===== config.mk =====
export PLATFORM = sky130hd
export DESIGN_NAME = dmem_arbiter
export DESIGN_NICKNAME = d
export VERILOG_FILES = /design/src/rtl/dmem_arbiter.sv
export SDC_FILE = /design/constraint.sdc
export NUM_CORES = 1
export LEC_CHECK = 0
export CORE_MARGIN = 1.5
export CORE_UTILIZATION = 35
export DETAILED_ROUTE_END_ITERATION = 8
export PLACE_DENSITY = 0.78
export SYNTH_ARGS = -nofsm -noshare
export SYNTH_HDL_FRONTEND = slang
export SYNTH_SLANG_ARGS = --single-unit

===== constraint.sdc =====
create_clock -name clk -period 5.45 [get_ports clk]
set_input_delay 0.8175 -clock clk [delete_from_list [all_inputs] [get_ports clk]]
set_output_delay 0.8175 -clock clk [all_outputs]
set_load 0.005 [all_outputs]

===== src/rtl/dmem_arbiter.sv =====
// -----------------------------------------------------------------------------
// dmem_arbiter
//
// Purpose:
//   Two-port arbiter in front of a single-ported 32-bit data memory. Port 0 is
//   the CPU load/store port, port 1 is the debug/loader port. Each access walks
//   through IDLE -> ACCESS -> RESP, so a request sampled in cycle N drives the
//   memory in cycle N+1 and is acknowledged in cycle N+2 (one access every
//   three cycles). Misaligned or out-of-range addresses never touch the memory;
//   they complete with err=1 and rdata=0.
//
// Configuration:
//   DMEM_ARB_RR_EN  defined   -> round-robin arbitration on collisions, using a
//                                one-bit "last granted" pointer (reset to 1).
//                   undefined -> fixed priority, port 0 always wins.
//
// Parameters:
//   WORDS      number of 32-bit words in the memory (legal word index 0..WORDS-1)
//
// Ports:
//   clk                 single clock, rising edge
//   reset               asynchronous, active-high reset
//   req0/req1           access requests (held until acknowledged)
//   we0/we1             1 = write, 0 = read
//   addr0/addr1         byte addresses
//   wdata0/wdata1       write data
//   ack0/ack1           one-cycle completion pulse
//   rdata0/rdata1       registered read data, stable until the next ack
//   err0/err1           error flag, valid with ack and stable until next ack
//   busy                high whenever the arbiter is not IDLE
//   MemWrite/MemRead    memory strobes, only ever high during ACCESS
//   Address/WriteData   memory address / write data, zero outside ACCESS
//   ReadData            combinational memory read data
// -----------------------------------------------------------------------------
module dmem_arbiter #(
    parameter int WORDS = 1024
) (
    input  logic        clk,
    input  logic        reset,
    input  logic        req0,
    input  logic        req1,
    input  logic        we0,
    input  logic        we1,
    input  logic [31:0] addr0,
    input  logic [31:0] addr1,
    input  logic [31:0] wdata0,
    input  logic [31:0] wdata1,
    output logic        ack0,
    output logic        ack1,
    output logic [31:0] rdata0,
    output logic [31:0] rdata1,
    output logic        err0,
    output logic        err1,
    output logic        busy,
    output logic        MemWrite,
    output logic        MemRead,
    output logic [31:0] Address,
    output logic [31:0] WriteData,
    input  logic [31:0] ReadData
);

    localparam logic [31:0] WORDS_U32 = 32'(WORDS);

    typedef enum logic [1:0] {
        IDLE   = 2'd0,
        ACCESS = 2'd1,
        RESP   = 2'd2
    } state_t;

    state_t      r_state;
    state_t      w_nextState;

    // Transaction latched at the IDLE edge; r_port = 1 means port 1 owns it.
    logic        r_we;
    logic        r_port;
    logic        r_err;
    logic [31:0] r_addr;
    logic [31:0] r_wdata;

    logic [31:0] r_rdata0;
    logic [31:0] r_rdata1;
    logic        r_err0;
    logic        r_err1;

    logic        w_anyReq;
    logic        w_grant1;
    logic        w_selWe;
    logic        w_selErr;
    logic [31:0] w_selAddr;
    logic [31:0] w_selWdata;

    assign w_anyReq = req0 || req1;

`ifdef DMEM_ARB_RR_EN
    logic r_last;

    // On a collision the port that was not granted last time wins; a lone
    // request always wins.
    assign w_grant1 = req1 && (!req0 || !r_last);
`else
    // Fixed priority: port 1 only wins when port 0 is not asking.
    assign w_grant1 = req1 && !req0;
`endif

    assign w_selWe    = w_grant1 ? we1    : we0;
    assign w_selAddr  = w_grant1 ? addr1  : addr0;
    assign w_selWdata = w_grant1 ? wdata1 : wdata0;

    // The error decision is made once, at grant time, so ACCESS only has to
    // look at a single latched bit to suppress the memory strobes.
    assign w_selErr = (w_selAddr[1:0] != 2'b00) ||
                      ({2'b00, w_selAddr[31:2]} >= WORDS_U32);

    // State register.
    always_ff @(posedge clk or posedge reset) begin
        if (reset) begin
            r_state <= IDLE;
        end else begin
            r_state <= w_nextState;
        end
    end

    // Next-state logic: every accepted request takes exactly three cycles.
    always_comb begin
        w_nextState = r_state;
        case (r_state)
            IDLE:    if (w_anyReq) w_nextState = ACCESS;
            ACCESS:  w_nextState = RESP;
            RESP:    w_nextState = IDLE;
            default: w_nextState = IDLE;
        endcase
    end

    // Requests are only looked at in IDLE; the winner's transaction is frozen
    // here so the requester may change its inputs freely afterwards.
    always_ff @(posedge clk or posedge reset) begin
        if (reset) begin
            r_we    <= 1'b0;
            r_port  <= 1'b0;
            r_err   <= 1'b0;
            r_addr  <= 32'h0;
            r_wdata <= 32'h0;
`ifdef DMEM_ARB_RR_EN
            r_last  <= 1'b1;
`endif
        end else if (r_state == IDLE && w_anyReq) begin
            r_we    <= w_selWe;
            r_port  <= w_grant1;
            r_err   <= w_selErr;
            r_addr  <= w_selAddr;
            r_wdata <= w_selWdata;
`ifdef DMEM_ARB_RR_EN
            r_last  <= w_grant1;
`endif
        end
    end

    // Response registers are written at the edge that ends ACCESS so they are
    // already valid in the RESP cycle, alongside ack.
    always_ff @(posedge clk or posedge reset) begin
        if (reset) begin
            r_rdata0 <= 32'h0;
            r_rdata1 <= 32'h0;
            r_err0   <= 1'b0;
            r_err1   <= 1'b0;
        end else if (r_state == ACCESS) begin
            if (!r_port) begin
                r_err0 <= r_err;
                if (r_err) begin
                    r_rdata0 <= 32'h0;
                end else if (!r_we) begin
                    r_rdata0 <= ReadData;
                end
            end else begin
                r_err1 <= r_err;
                if (r_err) begin
                    r_rdata1 <= 32'h0;
                end else if (!r_we) begin
                    r_rdata1 <= ReadData;
                end
            end
        end
    end

    // Outputs decoded from the state so that reset clears them immediately.
    // Memory strobes stay low for a faulting access even though the address
    // is still presented.
    always_comb begin
        ack0      = 1'b0;
        ack1      = 1'b0;
        MemWrite  = 1'b0;
        MemRead   = 1'b0;
        Address   = 32'h0;
        WriteData = 32'h0;
        busy      = (r_state != IDLE);
        case (r_state)
            ACCESS: begin
                Address   = r_addr;
                WriteData = r_wdata;
                MemWrite  = r_we && !r_err;
                MemRead   = !r_we && !r_err;
            end
            RESP: begin
                ack0 = !r_port;
                ack1 = r_port;
            end
            default: begin
            end
        endcase
    end

    assign rdata0 = r_rdata0;
    assign rdata1 = r_rdata1;
    assign err0   = r_err0;
    assign err1   = r_err1;

endmodule


=== Yosys cells after proc, flatten, opt, wreduce, memory -nomap -nowiden ===
Cells that the tools add are included.

* $lt $le $gt $ge: 1
* Eq/ne operators: 4
* Muxes and demuxes: 13
* Bitwise logic cells: 1
* Reductions and logical operators: 17

{| class="wikitable"
|+ Operators with widths
! kind !! count
|-
| $mux W32 || 6
|-
| $ge A30 B11 Y1 const B || 1
|-
| $reduce_and A3 Y1 || 2
|-
| $mux W1 || 5
|-
| $logic_and A1 B1 Y1 || 4
|-
| $logic_not A1 Y1 || 4
|-
| $pmux W2 S2 || 1
|-
| $reduce_and A2 Y1 || 2
|-
| $reduce_bool A2 Y1 || 2
|-
| $eq A2 B1 Y1 const B || 1
|-
| $eq A2 B2 Y1 const B || 1
|-
| $logic_not A2 Y1 || 1
|-
| $logic_or A1 B1 Y1 || 2
|-
| $mux W2 || 1
|-
| $ne A2 B1 Y1 const B || 1
|-
| $ne A2 B2 Y1 const B || 1
|-
| $not A1 Y1 || 1
|}

* Bits in registers: 135
* Bits of input ports: 166
* Output and inout bits: 135
* Word-level logic and storage cells: 46

=== Longest topological paths before layout ===
Gate-level depths: netlist of the first run.

* Depth in word-level cells: 5
* Depth in mapped cells: 6
* Depth with buffers taken out: 5

=== Worst setup path after synthesis of the first run ===
OpenSTA, ideal clock, no wires.

* Path type: reg-to-output
* Start: reg r_state[1]
* End: out Address[0]
* Arrival: 1.198 ns
* Data required time: 4.633 ns
* Setup slack: 3.435 ns
* Cell stages (with the launch flop): 6
* Path buffers: 2
* Path through: dfrtp_1 -> nand2b_1 -> inv_2 -> clkbuf_2 -> clkbuf_1 -> and2_1

* Cells in the longest elaborated chain, start to end: 2

{| class="wikitable"
|+ RTL lines
! what !! RTL line !! RTL
|-
| start: declaration || 70 || <nowiki>state_t r_state;</nowiki>
|-
| start signal: assignment || 119 || <nowiki>r_state <= w_nextState;</nowiki>
|-
| $eq A2 B1 Y1 || 196 || <nowiki>case (r_state)</nowiki>
|-
| $mux W32 || 196 ||
|-
| end: declaration || 57 || <nowiki>output logic [31:0] Address,</nowiki>
|}

No other way between the ends.

=== Worst setup path in the final report of the first run ===
* Start: reg r_state[1]
* End: out Address[5]

The elaborated chain is that of the path after synthesis.

==> results of run 1 <==
-- kinds of logic (layout without fill, tap and decap cells) --
| logic type | count (synthesis) | in the layout | share of synthesized area, % |
|---|---|---|---|
| muxes | 68 | 68 | 10.99 |
| AOI/OAI and AO/OA | 136 | 136 | 11.17 |
| buffers and inverters | 49 | 340 | 3.695 |
| DFF | 135 | 135 | 54.23 |
| and+or+nand+nor | 250 | 250 | 19.92 |
-- per-layer routing --
| metal | share of wire (%) | vias up |
|---|---|---|
| met2 | 49 | 229 |
| met3 | 10 | 14 |
| met4 | 1.2 | 0 |
| met5 | 0 | - |
| li1 | - | 2691 |
| met1 | 39 | 2501 |
-- flip-flops by register name (all words and copies together), names as in the netlist --
| signal | flops |
|---|---|
| r_port | 1 |
| r_wdata | 32 |
| r_we | 1 |
| rdata1 | 32 |
| err0 | 1 |
| r_err | 1 |
| err1 | 1 |
| rdata0 | 32 |
| r_addr | 32 |
| r_state | 2 |
-- critical path: cells and delay by family, from the launching register on --
kind | cells | cell delay (ns)
flip-flops | 1 | 0.40
AND/OR/NAND/NOR | 2 | 0.47
buffers and inverters | 2 | 1.23
-- synthesized netlist by cell type (4+ instances only) --
master                     count  share of area, %
sky130_fd_sc_hd__buf_1         4              0.24
sky130_fd_sc_hd__and2_1       64               6.4
sky130_fd_sc_hd__mux2i_1      65                10
sky130_fd_sc_hd__buf_6         4              0.72
sky130_fd_sc_hd__dfrtp_1     135                54
sky130_fd_sc_hd__o21ai_1      16               1.3
sky130_fd_sc_hd__clkbuf_1     24               1.4
sky130_fd_sc_hd__buf_2        12              0.96
sky130_fd_sc_hd__nand2_1     130               7.8
sky130_fd_sc_hd__nor4_1        9              0.90
sky130_fd_sc_hd__o21ai_0     113               9.1
sky130_fd_sc_hd__nand2b_1     35               3.5
-- worst max-delay path by stage --
stage                          start     endpoint  slack, ns  cells past startpoint
final                     r_state[1]   Address[5]       2.07                      4
after global routing      r_state[1]  Address[12]       1.85                      4
after CTS                 r_state[1]   Address[5]       2.00                      4
after floorplan                reset         err0       1.02                      1
after detailed placement  r_state[1]   rdata0[15]       2.28                      4
after global placement          req0  r_wdata[17]       2.37                      5
-- power groups by stage --
stage          Sequential, mW  Combinational, mW  Clock [mW]
4_1_cts                  1.41               1.33        1.20
5_1_grt                  1.44               1.46        1.25
3_5_place_dp             1.42               1.32           0
6_report                 1.40               1.31        1.17
3_3_place_gp             1.41               1.31           0
2_1_floorplan            1.38              0.693           0
-- cell type report --
cell class / count / share of cell area [%]
Sequential cell: 135 / 33.95
Timing Repair Buffer: 304 / 30.48
Multi-Input combinational cell: 454 / 26.50
Clock buffer: 18 / 4.414
Tap cell: 225 / 2.829
Clock inverter: 14 / 1.622
Inverter: 4 / 0.2012
==> impl_metrics.env, run 1 <==
export IMPL_layout_nets=1082
export IMPL_h_tree_depth=4
export IMPL_ios=301
export IMPL_number_of_global_route_vias_before_repair=5428
export IMPL_critical_path_max_fanout=68
export IMPL_switchingPower_mw=1.270
export IMPL_place_worst_setup_slack_ns=2.278
export IMPL_path_clk_slew_ns=0.06
export IMPL_min_delay_start="r_addr[24]"
export IMPL_power_density_nw_per_um2=390.3
export IMPL_syn_mean_instance_area_um2=9.764
export IMPL_number_of_instances_resized_during_post_cts_repair=0
export IMPL_cts_inserted_buffers=17
export IMPL_drv_slew=0
export IMPL_netlist_cell_type_count=29
export IMPL_final_hold_viol_count=0
export IMPL_cp_data_required_time_ns=4.63
export IMPL_floorplan_die_area_um2=18610
export IMPL_min_period_over_period_pct=61.96
export IMPL_drc=0
export IMPL_die_h_um=136.4
export IMPL_num_antenna_cells=0
export IMPL_grt_ovfl_total=0
export IMPL_first_pass_grt_wire_length_mm=29.06
export IMPL_clock_tree_from_tritoncts="built"
export IMPL_p_leak_nw=4.356
export IMPL_clock_latency_ns=0.41
export IMPL_clock_sink_count=135
export IMPL_final_cells=1154
export IMPL_groute_layer_met3_usage_pct=9.098
export IMPL_ir_worst_vdd_mv=0.2071
export IMPL_portBuffers=300
export IMPL_ff_latch_area_um2=3378
export IMPL_syn_instance_count=638
export IMPL_synth_edff_count=0
export IMPL_fill_cell_instance_count_of_the_final_layout=1562
export IMPL_mappedNetlistNets=804
export IMPL_synth_sequential_area_ratio_pct=54.23
export IMPL_grt_setup_unrepaired="no"
export IMPL_ys_flop_type="sky130_fd_sc_hd__dfrtp_1"
export IMPL_grtUsageTotal_pct=20.52
export IMPL_drive_gt1_share_pct=4.952
export IMPL_r2r_end="rdata0[21]"
export IMPL_worstPathCellList="nand2b_1 > inv_2 > and2_1 > clkdlybuf4s50_1"
export IMPL_antenna_violations_before_repair=0
export IMPL_cp_data_arrival_time_ns=2.56
export IMPL_finalWirelength_mm=19.02
export IMPL_root_buffer="sky130_fd_sc_hd__clkbuf_16"
export IMPL_crit_slowest_cell="sky130_fd_sc_hd__inv_2"
export IMPL_last_weighted_congestion_value_of_the_routability_driven_placer=0.8146
export IMPL_flip_flop_and_latch_count_after_synthesis=135
export IMPL_report_final_setup_viol=0
export IMPL_mostFrequentLayoutCell="sky130_fd_sc_hd__clkdlybuf4s50_1"
export IMPL_multi_input_comb_area_um2=2636
export IMPL_seq_power_share_pct=36.1
export IMPL_hold_path_class="reg2reg"
export IMPL_max_cap_violations=0
export IMPL_met1_usage_pct=23.01
export IMPL_globalRouteMet2Util_pct=35.63
export IMPL_die_w_um=136.4
export IMPL_floorplan_core_area_um2=17360
export IMPL_avgViaCountPerCell=4.710
export IMPL_rr_worst_depth=4
export IMPL_synthesis_to_finish_area_growth_pct=59.71
export IMPL_grt_start_max_net_pins=96
export IMPL_p_comb_share_pct=33.7
export IMPL_final_critical_path_setup_slack_ns=2.073
export IMPL_ys_async_sr_fraction_pct=100.0
export IMPL_fin_worst_skew_ns=0.005251
export IMPL_detailroute_via_count=5435
export IMPL_crit_path_max_incr_delay_ns=0.70
export IMPL_whs_ns=0.4708
export IMPL_hold_crit_endpoint="r_addr[24]"
export IMPL_pre_antenna_drt_iters=5
export IMPL_finish_utilization_pct=57.32
export IMPL_postCtsSetupBuffers=0
export IMPL_rows=48
export IMPL_slew_headroom_pct=22.59
export IMPL_initial_drc_count=176
export IMPL_ctsHoldBuffers=0
export IMPL_numPlacedInstances=1122
export IMPL_crit_reg2reg_launch="r_state[1]"
export IMPL_warning_count_from_the_yosys_run=0
export IMPL_crit_path_start_kind="flip-flop"
export IMPL_globalRoute_busiestLayer="met2"
export IMPL_timing_final_crit_period_ns=3.377
export IMPL_placed_instance_area_um2=9349
export IMPL_reg2reg_setup_slack_ns=2.36
export IMPL_total_power_mw=3.883
export IMPL_worst_slew_pin_slew_ns=1.155
export IMPL_synth_cell_area_um2=6230
export IMPL_mostFrequentLayoutCells="300 x sky130_fd_sc_hd__clkdlybuf4s50_1, 135 x sky130_fd_sc_hd__dfrtp_1, 130 x sky130_fd_sc_hd__nand2_1, 113 x sky130_fd_sc_hd__o21ai_0, 65 x sky130_fd_sc_hd__mux2i_1"
export IMPL_route_detailed_wl_per_inst_um=16.48
export IMPL_switching_share_of_total_power_pct=32.69
export IMPL_postRouteAntennaNets=0
export IMPL_outcome="complete, no violations"
export IMPL_hold_path_cell_count=2
export IMPL_clock_power_share_pct=30.2
export IMPL_postLayoutCellArea_um2=9950
export IMPL_start_util_pct=35.89
export IMPL_dpl_hpwl_mm=13.95
export IMPL_worst_setup_path_type="reg2out"
export IMPL_finalSetupTns_ns=0
export IMPL_internal_power_mw=2.614
export IMPL_cts_root_to_sink_buffers=2
export IMPL_timing_critical_path_to_type="primary output"
export IMPL_achievable_frequency_ghz=0.2962
No activity file was read; power rests on OpenSTA's default activity.
==> inputs of run 2 (changes only) <==
- clock period: 5.45 -> 3.11 ns (I/O delays scaled with it)
==> impl_metrics.env, run 2 (same netlist as run 1, synthesis figures left out) <==
export IMPL_final_hold_viol_count=0
export IMPL_crit_reg2reg_launch="r_state[1]"
export IMPL_h_tree_depth=4
export IMPL_p_leak_nw=4.440
export IMPL_cp_data_required_time_ns=2.64
export IMPL_hold_path_class="in2async"
export IMPL_number_of_instances_resized_during_post_cts_repair=0
export IMPL_worst_setup_path_type="reg2out"
export IMPL_portBuffers=300
export IMPL_route_detailed_wl_per_inst_um=16.14
export IMPL_number_of_global_route_vias_before_repair=5658
export IMPL_grtUsageTotal_pct=20.57
export IMPL_timing_critical_path_to_type="primary output"
export IMPL_drive_gt1_share_pct=5.763
export IMPL_final_cells=1163
export IMPL_critical_path_max_fanout=67
export IMPL_numPlacedInstances=1130
export IMPL_rr_worst_depth=6
export IMPL_finalWirelength_mm=18.77
export IMPL_postRouteAntennaNets=0
export IMPL_start_util_pct=35.89
export IMPL_ios=301
export IMPL_detailroute_via_count=5554
export IMPL_floorplan_die_area_um2=18610
export IMPL_r2r_end="rdata0[19]"
export IMPL_max_cap_violations=0
export IMPL_postCtsSetupBuffers=0
export IMPL_antenna_violations_before_repair=1
export IMPL_dpl_hpwl_mm=13.85
export IMPL_floorplan_core_area_um2=17360
export IMPL_grt_start_max_net_pins=83
export IMPL_fin_worst_skew_ns=0.01119
export IMPL_mostFrequentLayoutCells="300 x sky130_fd_sc_hd__clkdlybuf4s50_1, 135 x sky130_fd_sc_hd__dfrtp_1, 130 x sky130_fd_sc_hd__nand2_1, 113 x sky130_fd_sc_hd__o21ai_0, 65 x sky130_fd_sc_hd__mux2i_1"
export IMPL_finalSetupTns_ns=0
export IMPL_die_w_um=136.4
export IMPL_grt_ovfl_total=0
export IMPL_timing_final_crit_period_ns=2.640
export IMPL_fill_cell_instance_count_of_the_final_layout=1518
export IMPL_crit_path_start_kind="flip-flop"
export IMPL_synthesis_to_finish_area_growth_pct=62.54
export IMPL_path_clk_slew_ns=0.06
export IMPL_cts_root_to_sink_buffers=2
export IMPL_layout_nets=1090
export IMPL_achievable_frequency_ghz=0.3788
export IMPL_avgViaCountPerCell=4.776
export IMPL_last_weighted_congestion_value_of_the_routability_driven_placer=0.8598
export IMPL_cp_data_arrival_time_ns=2.17
export IMPL_worst_slew_pin_slew_ns=0.6508
export IMPL_first_pass_grt_wire_length_mm=29.37
export IMPL_mostFrequentLayoutCell="sky130_fd_sc_hd__clkdlybuf4s50_1"
export IMPL_min_period_over_period_pct=84.89
export IMPL_slew_headroom_pct=56.38
export IMPL_ctsHoldBuffers=0
export IMPL_initial_drc_count=162
export IMPL_reg2reg_setup_slack_ns=1.17
export IMPL_clock_sink_count=135
export IMPL_root_buffer="sky130_fd_sc_hd__clkbuf_16"
export IMPL_drv_slew=0
export IMPL_power_density_nw_per_um2=697.9
export IMPL_report_final_setup_viol=0
export IMPL_pre_antenna_drt_iters=4
export IMPL_cts_inserted_buffers=17
export IMPL_outcome="complete, no violations"
export IMPL_clock_latency_ns=0.42
export IMPL_clock_tree_from_tritoncts="built"
export IMPL_die_h_um=136.4
export IMPL_grt_setup_unrepaired="no"
export IMPL_rows=48
export IMPL_ir_worst_vdd_mv=0.3659
export IMPL_drc=0
-- run 2: cell type report --
| type | count | area [um2] | share of cell area, % |
|---|---|---|---|
| Sequential cell | 135 | 3378 | 33.36 |
| Antenna cell | 1 | 2.502 | 0.02471 |
| Inverter | 4 | 18.77 | 0.1853 |
| Clock buffer | 18 | 439.2 | 4.337 |
| Multi-Input combinational cell | 454 | 2636 | 26.03 |
| Clock inverter | 14 | 214.0 | 2.113 |
| Tap cell | 225 | 281.5 | 2.780 |
| Timing Repair Buffer | 312 | 3156 | 31.16 |
-- run 2: report_power, final --
part / switching (mW) / total (mW) / leakage [nW] / internal, mW
combinational: 1.18 / 2.38 / 2.37 / 1.20
sequential: 0.232 / 2.45 / 1.76 / 2.22
clock: 0.835 / 2.23 / 0.317 / 1.39
total: 2.25 / 7.07 / 4.44 / 4.82
-- run 2: worst max-delay path, cell delays in order (launching register included) --
cell and delay (ns):
sky130_fd_sc_hd__dfrtp_1 0.40, sky130_fd_sc_hd__nand2b_1 0.22, sky130_fd_sc_hd__inv_2 0.12, sky130_fd_sc_hd__buf_12 0.23, sky130_fd_sc_hd__and2_1 0.22, sky130_fd_sc_hd__clkdlybuf4s50_1 0.53
-- run 2: worst max path at each step --
stage / slack [ns] / end / depth (start not counted) / from
6_report: 0.47 / Address[12] / 5 / r_state[1]
5_1_grt: 0.33 / Address[12] / 5 / r_state[1]
4_1_cts: 0.43 / Address[12] / 5 / r_state[1]
3_5_place_dp: 0.57 / r_err / 6 / addr0[0]
3_3_place_gp: 0.56 / r_err / 6 / addr1[31]
2_1_floorplan: 0.96 / err0 / 1 / reset
-- run 2: metal layers --
metal	wire [um]	part of all wire, %	GRT usage, %
met5	0	0	0
met4	278	1.5	6.147
met3	1870	10	8.501
met2	8994	48	33.87
met1	7625	41	24.53
-- run 2: per-stage QoR --
stage | utilization [%] | cell area [um2] | worst slack (ns) | power (mW) | hold slack, ns
after floorplan | - | 6233 | 0.9643 | 3.629 | 0.4418
after global routing | 58.34 | 10130 | 0.3260 | 7.532 | 0.4752
after detailed placement | 54.56 | 9470 | 0.5672 | 4.896 | 0.4613
after global placement | 54.56 | 9470 | 0.5595 | 4.845 | 0.4524
final | 58.34 | 10130 | 0.4698 | 7.067 | 0.4549
after CTS | 58.33 | 10120 | 0.4285 | 7.155 | 0.4512
==> inputs of run 3 (changes only) <==
- clock period: 3.11 -> 2.47 ns (I/O delays scaled with it)
==> impl_metrics.env, run 3 (same netlist as run 1, synthesis figures left out) <==
export IMPL_outcome="complete, no violations"
export IMPL_drc=0
export IMPL_portBuffers=300
export IMPL_fin_worst_skew_ns=0.007773
export IMPL_timing_critical_path_to_type="primary output"
export IMPL_drv_slew=0
export IMPL_first_pass_grt_wire_length_mm=28.72
export IMPL_cp_data_required_time_ns=2.10
export IMPL_floorplan_die_area_um2=18610
export IMPL_detailroute_via_count=5524
export IMPL_worst_slew_pin_slew_ns=0.6213
export IMPL_drive_gt1_share_pct=6.270
export IMPL_final_cells=1167
export IMPL_die_h_um=136.4
export IMPL_numPlacedInstances=1133
export IMPL_floorplan_core_area_um2=17360
export IMPL_final_hold_viol_count=0
export IMPL_mostFrequentLayoutCells="300 x sky130_fd_sc_hd__clkdlybuf4s50_1, 135 x sky130_fd_sc_hd__dfrtp_1, 130 x sky130_fd_sc_hd__nand2_1, 113 x sky130_fd_sc_hd__o21ai_0, 65 x sky130_fd_sc_hd__mux2i_1"
export IMPL_avgViaCountPerCell=4.734
export IMPL_ios=301
export IMPL_layout_nets=1094
export IMPL_power_density_nw_per_um2=864.9
export IMPL_postRouteAntennaNets=0
export IMPL_path_buf_inv=3
export IMPL_finalWirelength_mm=18.78
export IMPL_finish_utilization_pct=58.51
export IMPL_grtUsageTotal_pct=20.21
export IMPL_critical_path_max_fanout=20
export IMPL_hold_path_class="in2async"
export IMPL_achievable_frequency_ghz=0.4243
export IMPL_report_final_setup_viol=0
export IMPL_dpl_hpwl_mm=13.86
export IMPL_rows=48
export IMPL_initial_drc_count=147
export IMPL_max_cap_violations=0
export IMPL_cp_top_family="buffers and inverters"
export IMPL_antenna_violations_before_repair=1
export IMPL_crit_slowest_cell="sky130_fd_sc_hd__clkdlybuf4s50_1"
export IMPL_pre_antenna_drt_iters=4
export IMPL_postLayoutCellArea_um2=10160
export IMPL_ir_worst_vdd_mv=0.4559
export IMPL_synthesis_to_finish_area_growth_pct=63.02
export IMPL_path_clk_slew_ns=0.06
export IMPL_route_detailed_wl_per_inst_um=16.09
export IMPL_slew_headroom_pct=58.20
export IMPL_crit_path_max_incr_delay_ns=0.51
export IMPL_crit_path_start_kind="flip-flop"
export IMPL_number_of_global_route_vias_before_repair=5496
export IMPL_cp_data_arrival_time_ns=1.99
export IMPL_clock_latency_ns=0.41
export IMPL_grt_ovfl_total=0
export IMPL_last_weighted_congestion_value_of_the_routability_driven_placer=0.8085
export IMPL_mostFrequentLayoutCell="sky130_fd_sc_hd__clkdlybuf4s50_1"
export IMPL_postCtsSetupBuffers=0
export IMPL_grt_start_max_net_pins=85
export IMPL_worst_setup_path_type="reg2out"
export IMPL_worstPathCellList="nand2b_2 > clkinv_4 > buf_12 > and2_1 > clkdlybuf4s50_1"
export IMPL_die_w_um=136.4
export IMPL_min_period_over_period_pct=95.42
export IMPL_clock_sink_count=135
export IMPL_timing_final_crit_period_ns=2.357
export IMPL_h_tree_depth=4
export IMPL_whs_ns=0.2835
export IMPL_start_util_pct=35.89
export IMPL_p_leak_nw=4.449
export IMPL_cts_root_to_sink_buffers=2
export IMPL_root_buffer="sky130_fd_sc_hd__clkbuf_16"
export IMPL_clock_tree_from_tritoncts="built"
export IMPL_cts_inserted_buffers=17
export IMPL_placed_instance_area_um2=9505
export IMPL_ctsHoldBuffers=0
run 3: metal layers:
metal	part of all wire (%)	track usage, %
met5	0	0
met2	49	34.23
met4	1.3	5.674
met3	9.4	8.315
met1	40	23.47
run 3: path summary, 6_finish.rpt:
kind | startpoint | endpoint | slack [ns] | depth (start not counted)
worst min-delay path | reset | rdata1[17] | 0.28 | 2
worst max-delay path | r_state[1] | Address[12] | 0.11 | 5
max in group asynchronous | reset | r_wdata[1] | 1.50 | 3
min in group clk | r_addr[7] | r_addr[7] | 0.47 | 2
worst max register to register | r_state[1] | rdata1[6] | 0.69 | 6
worst min register to register | r_addr[7] | r_addr[7] | 0.47 | 2
run 3: repair_timing:
item,in CTS,in global routing
cloned,0,1
pin swaps,0,0
resized for setup,1,5
endpoints found under the setup margin,24,47
run 3: final cells by class:
cell class              instances  area, um2
diodes                          1      2.502
clock buffers                  18      439.2
clock inverters                14      163.9
fillers                      1559       7201
inverters                       4      23.77
multi-input cells             454       2639
flip-flops and latches        135       3378
well taps                     225      281.5
repair buffers                316       3228
run 3: worst register-to-register path, delay by kind of cell (launching register included):
kind	cells	cell delay, ns
buf+inv	3	0.76
flops	1	0.38
simple gates	2	0.27
compound gates	1	0.23
run 3: stage by stage:
stage	worst slack (ns)	TNS, ns	power [mW]
6_report	0.1131	0	8.784
5_1_grt	-0.004158	-0.004158	9.385
4_1_cts	0.03848	0	8.847
3_5_place_dp	-0.04001	-0.04001	6.213
3_3_place_gp	-0.02426	-0.02426	6.132
2_1_floorplan	0.4203	0	4.570
run 3: power by group:
part	switching [mW]	internal [mW]
logic	1.51	1.61
clock network	1.03	1.55
registers	0.293	2.80
total	2.83	5.95
